`src/rtl/actuador_expendedora.sv`:
```
// Actuator sequencer for the vending machine: queues dispense and coin
// requests and replays them as timed solenoid / coin-ejector pulses.
module actuador_expendedora #(
  parameter int PULSO_CICLOS = 4,
  parameter int PAUSA_CICLOS = 2,
  parameter int ANCHO_CNT    = 4
) (
  input  logic       clk,
  input  logic       rst,
  input  logic       expulsar,
  input  logic [1:0] cambio,
  output logic       solenoide_producto,
  output logic       expulsor_moneda,
  output logic       ocupado,
  output logic       desborde
);

  localparam int TMAX = (PULSO_CICLOS > PAUSA_CICLOS) ? PULSO_CICLOS : PAUSA_CICLOS;
  localparam int TW   = $clog2(TMAX) + 1;
  localparam int CW   = ANCHO_CNT + 2;
  localparam logic [CW-1:0] MAXC = CW'((2 ** ANCHO_CNT) - 1);

  typedef enum logic [1:0] {
    REPOSO,
    PRODUCTO,
    MONEDA,
    PAUSA
  } estado_t;

  estado_t              estado_q, estado_d;
  logic [TW-1:0]        timer_q, timer_d;
  logic [ANCHO_CNT-1:0] pend_prod_q, pend_prod_d;
  logic [ANCHO_CNT-1:0] pend_mon_q, pend_mon_d;
  logic                 exp_q;
  logic [1:0]           cam_q;
  logic                 sol_q, sol_d;
  logic                 mon_q, mon_d;
  logic                 desb_q, desb_d;

  logic          ev_p, ev_m;
  logic          deq_p, deq_m, arrancar;
  logic [CW-1:0] suma_p, suma_m;

  assign ev_p = expulsar & ~exp_q;
  assign ev_m = (cambio != 2'b00) & (cambio != cam_q);

  always_comb begin
    estado_d = estado_q;
    timer_d  = timer_q + TW'(1);
    sol_d    = sol_q;
    mon_d    = mon_q;
    deq_p    = 1'b0;
    deq_m    = 1'b0;
    arrancar = 1'b0;
    unique case (estado_q)
      REPOSO: begin
        timer_d  = '0;
        arrancar = 1'b1;
      end
      PRODUCTO, MONEDA: begin
        if (timer_q == TW'(PULSO_CICLOS - 1)) begin
          estado_d = PAUSA;
          timer_d  = '0;
          sol_d    = 1'b0;
          mon_d    = 1'b0;
        end
      end
      PAUSA: begin
        if (timer_q == TW'(PAUSA_CICLOS - 1)) begin
          estado_d = REPOSO;
          timer_d  = '0;
          arrancar = 1'b1;
        end
      end
      default: begin
        estado_d = REPOSO;
        timer_d  = '0;
      end
    endcase
    // The edge closing the pause doubles as the first idle cycle.
    if (arrancar) begin
      if (pend_prod_q != '0) begin
        estado_d = PRODUCTO;
        timer_d  = '0;
        sol_d    = 1'b1;
        deq_p    = 1'b1;
      end else if (pend_mon_q != '0) begin
        estado_d = MONEDA;
        timer_d  = '0;
        mon_d    = 1'b1;
        deq_m    = 1'b1;
      end
    end
  end

  always_comb begin
    suma_p = CW'(pend_prod_q) + CW'(ev_p) - CW'(deq_p);
    suma_m = CW'(pend_mon_q) + (ev_m ? CW'(cambio) : '0) - CW'(deq_m);
    pend_prod_d = (suma_p > MAXC) ? '1 : suma_p[ANCHO_CNT-1:0];
    pend_mon_d  = (suma_m > MAXC) ? '1 : suma_m[ANCHO_CNT-1:0];
    desb_d = desb_q | (suma_p > MAXC) | (suma_m > MAXC);
  end

  always_ff @(posedge clk or negedge rst) begin
    if (!rst) begin
      estado_q    <= REPOSO;
      timer_q     <= '0;
      pend_prod_q <= '0;
      pend_mon_q  <= '0;
      exp_q       <= 1'b0;
      cam_q       <= 2'b00;
      sol_q       <= 1'b0;
      mon_q       <= 1'b0;
      desb_q      <= 1'b0;
    end else begin
      estado_q    <= estado_d;
      timer_q     <= timer_d;
      pend_prod_q <= pend_prod_d;
      pend_mon_q  <= pend_mon_d;
      exp_q       <= expulsar;
      cam_q       <= cambio;
      sol_q       <= sol_d;
      mon_q       <= mon_d;
      desb_q      <= desb_d;
    end
  end

  assign solenoide_producto = sol_q;
  assign expulsor_moneda    = mon_q;
  assign desborde           = desb_q;
  assign ocupado = (estado_q != REPOSO) | (pend_prod_q != '0) | (pend_mon_q != '0);

endmodule

```
`config.mk`:
```
export PLATFORM = sky130hd
export DESIGN_NAME = actuador_expendedora
export DESIGN_NICKNAME = d
export VERILOG_FILES = /design/src/rtl/actuador_expendedora.sv
export SDC_FILE = /design/constraint.sdc
export NUM_CORES = 1
export LEC_CHECK = 0
export ABC_AREA = 0
export BUFFER_PORTS_ARGS = -buffer_cell sky130_fd_sc_hd__buf_2
export CORE_MARGIN = 2
export CORE_UTILIZATION = 45
export CTS_BUF_LIST = sky130_fd_sc_hd__clkbuf_8
export CTS_CLUSTER_DIAMETER = 50
export CTS_CLUSTER_SIZE = 40
export DETAILED_ROUTE_END_ITERATION = 16
export SYNTH_ARGS = -nofsm -noshare
export SYNTH_HDL_FRONTEND = slang
export SYNTH_SLANG_ARGS = --single-unit
```
`constraint.sdc`:
```
create_clock -name clk -period 5 [get_ports clk]
set_input_delay 1 -clock clk [delete_from_list [all_inputs] [get_ports clk]]
set_output_delay 1 -clock clk [all_outputs]
set_load 0.005 [all_outputs]
```
==> impl_results.md <==
* Final min period at 3.22 ns
* Place WS at 1.77 ns
* Final hold violations at 0
* Final core utilization at 52.3%
* CTS resizes at 0
* Slew headroom at 71.8%
* Hold WC Path Type: reg -> reg
* CTS Hold Bufs at 0
* Clk sinks at 19
* R2R Setup Slk at 1.78 ns
* Unrepaired setup endpoints after global routing: no
* Crit path top cell by count: ha_1
* Least-Margin Pin Slew at 0.420 ns
* Final ANT Viol Nets at 0
* R2r worst-path depth at 13
* Clock Pin Slew Worst Setup and Hold Paths at 0.06 ns
* Worst skew pair latency at 0.25 ns
* GPL Wtd Cong at 0.796
* Mapped Area at 1320 um2
* H-tree Lvls at 1
* 1st-iter DRT viols at 31
* TritonCTS clock tree: done
* Netlist cell types at 33
* Placed instance count at 172
* Port Buffers at 8
* Setup WS post-layout at 1.78 ns
* Cell Count, Final, Fillers Out at 176
* DIE WIDTH at 58.1 um
* Fmax at 0.310 GHz
* Worst EP arrival at 3.36 ns
* Die Y at 58.1 um
* Hold_ws at 0.477 ns
* Slowest CP cell: dfrtp_1
* Via density per instance at 5.01
* Placed instance area at 1400 um2
* Synth Register Bits at 19
* Final Slew Violations at 0
* Fin nets at 175
* Hold Startpoint: solenoide_producto
* Fin crit share at 64.5%
* Lkg Pwr at 0.722 nW
* Final WL at 2070 um
* Clk root buf: clkbuf_8
* Critical Path End Type: flop
* Crit path kind: reg -> reg
* Area grow syn2layout at 9.40%
* Worst path max stage delay at 0.40 ns
* Post-DR wirelength/cell at 11.7 um
* Number of global-route vias before repair at 888
* Synth Instances at 133
* Max cap viols at 0
* Total power at 0.842 mW
* Final Cell Area at 1440 um2
* Synthesized area per cell at 9.91 um2
* Max VDD drop at 0.340 mV
* Final setup vio count at 0
* Worst-path fanout max at 5
* Origin of the worst setup path: pend_mon_q[3]
* Critical Path RT at 5.13 ns
* Drt drc at 0
* Total CTS buffers at 3
* Hold Crit Endpoint: solenoide_producto
* Reg-to-Reg End: pend_mon_q[0]
* Vias at 882
* Post-CTS Setup Bufs at 0
* Ratio of cells with drive above 1 in the final layout at 10.3%
* Starting Density at 47.8%
* Placeable Area at 2760 um2
* DP Wirelength at 1710 um
* Tot GR Track Use at 15.2%
* Sequential share of the synthesized area at 36.1%
* First-pass GRT wire length at 3890 um
* Reg2reg start: pend_mon_q[3]
* Post-synthesis net count at 162
* I/O pin count at 9
* Die area at 3380 um2
* Grt ovf at 0
* Synthesis warning total at 0
* Pwr dens at 584 nW/um2
* Critical Path Start Type: flop
* WHS Path Cells at 2
* Setup tns final at 0 ns
* Antenna Cells at 0
* Drt pass-1 iters at 4
* Row cnt at 19
* Initial antenna violation count at 0
* Status: complete, no violations
* Largest net degree at the start of global routing at 20
* Skew final at 0.000699 ns
* Worst-path cell chain: inv_1 -> ha_1 -> nor3b_1 -> and2b_1 -> and2_1 -> ha_1 -> inv_1 -> ha_1 -> fa_1 -> a21oi_1 -> o21bai_2 -> xnor2_1 -> or3b_1
* CTS Buffer Depth at 2
## cell usage after synthesis
master,instances,area (um2)
fa_1,2,40.0
a2bb2oi_1,1,8.76
nor3b_1,1,7.51
o21ai_0,2,10.0
and2_1,2,12.5
nand2_1,11,41.3
dfrtp_1,19,475
xnor2_1,5,43.8
nor3b_2,1,12.5
o21a_1,1,7.51
a22o_1,1,8.76
o21bai_1,1,7.51
o32ai_1,1,8.76
nor2_1,5,18.8
or3b_1,2,17.5
and2b_1,1,7.51
a211oi_2,1,12.5
inv_1,23,86.3
nand3_1,3,15.0
o21bai_2,1,11.3
mux2i_1,1,10.0
ha_1,22,275
nand4b_1,1,8.76
nand2b_1,6,37.5
a21o_1,2,15.0
o32a_1,1,10.0
xor2_1,1,8.76
a21oi_1,6,30.0
o211ai_1,1,7.51
nand3b_1,3,22.5
nor2b_1,3,18.8
and3b_1,1,8.76
mux2_2,1,11.3
## layer usage
layer | vias up | global-route usage (%) | wire [um]
li1 | 458 | - | -
met1 | 412 | 19.5 | 987
met2 | 10 | 24.5 | 988
met3 | 2 | 4.69 | 67
met4 | 0 | 4.98 | 21
met5 | - | 0 | 0
## kinds of logic (layout without fill, tap and decap cells)
family | count (synthesis) | count (layout) | synth area share, %
buf+inv | 23 | 35 | 6.55
simple gates | 40 | 40 | 17.4
compound gates | 19 | 19 | 10.4
fa+ha+maj | 24 | 24 | 23.9
mux | 2 | 2 | 1.61
flops | 19 | 19 | 36.1
xor+xnor | 6 | 6 | 3.99
## registers in the layout, indices dropped and copies added (netlist names)
signal / cells
solenoide_producto: 1
expulsor_moneda: 1
pend_prod_q: 4
estado_q: 2
timer_q: 3
pend_mon_q: 4
desborde: 1
cam_q: 2
exp_q: 1
## layout make-up
class,instances,area (um2)
fill,257,1320
multi-input combinational,91,756
sequential,19,475
inverter,23,86.3
clock buffer,3,41.3
timing repair buffer,8,40.0
tap,31,38.8
clock inverter,1,3.75
## critical path: cells and delay by family (launching register included)
family / cells / cell delay (ns)
simple gates: 4 / 1.10
buf+inv: 2 / 0.15
compound gates: 2 / 0.26
xor+xnor: 1 / 0.18
fa+ha+maj: 4 / 1.02
flops: 1 / 0.40
## cell usage in the layout, fill, tap and decap left out, types with 2 or more instances in the layout
cell type | synthesis | final
inv_1 | 23 | 24
ha_1 | 22 | 22
dfrtp_1 | 19 | 19
nand2_1 | 11 | 11
buf_2 | 0 | 8
nand2b_1 | 6 | 6
a21oi_1 | 6 | 6
nor2_1 | 5 | 5
xnor2_1 | 5 | 5
nand3b_1 | 3 | 3
nor2b_1 | 3 | 3
nand3_1 | 3 | 3
clkbuf_8 | 0 | 3
and2_1 | 2 | 2
o21ai_0 | 2 | 2
a21o_1 | 2 | 2
or3b_1 | 2 | 2
fa_1 | 2 | 2
## worst max-delay path by stage
stage               slack (ns)  cells after the start            end
floorplan                 2.05                     13  pend_mon_q[1]
global placement          1.84                     12  pend_mon_q[0]
detailed placement        1.77                     13  pend_mon_q[0]
CTS                       1.75                     13  pend_mon_q[0]
global route              1.46                     13  pend_mon_q[1]
finish                    1.78                     13  pend_mon_q[0]
## power breakdown
group / switching (mW) / internal [mW]
clock: 0.0464 / 0.0545
sequential: 0.0309 / 0.205
combinational: 0.274 / 0.232
Power figures use the tool's default switching activity.
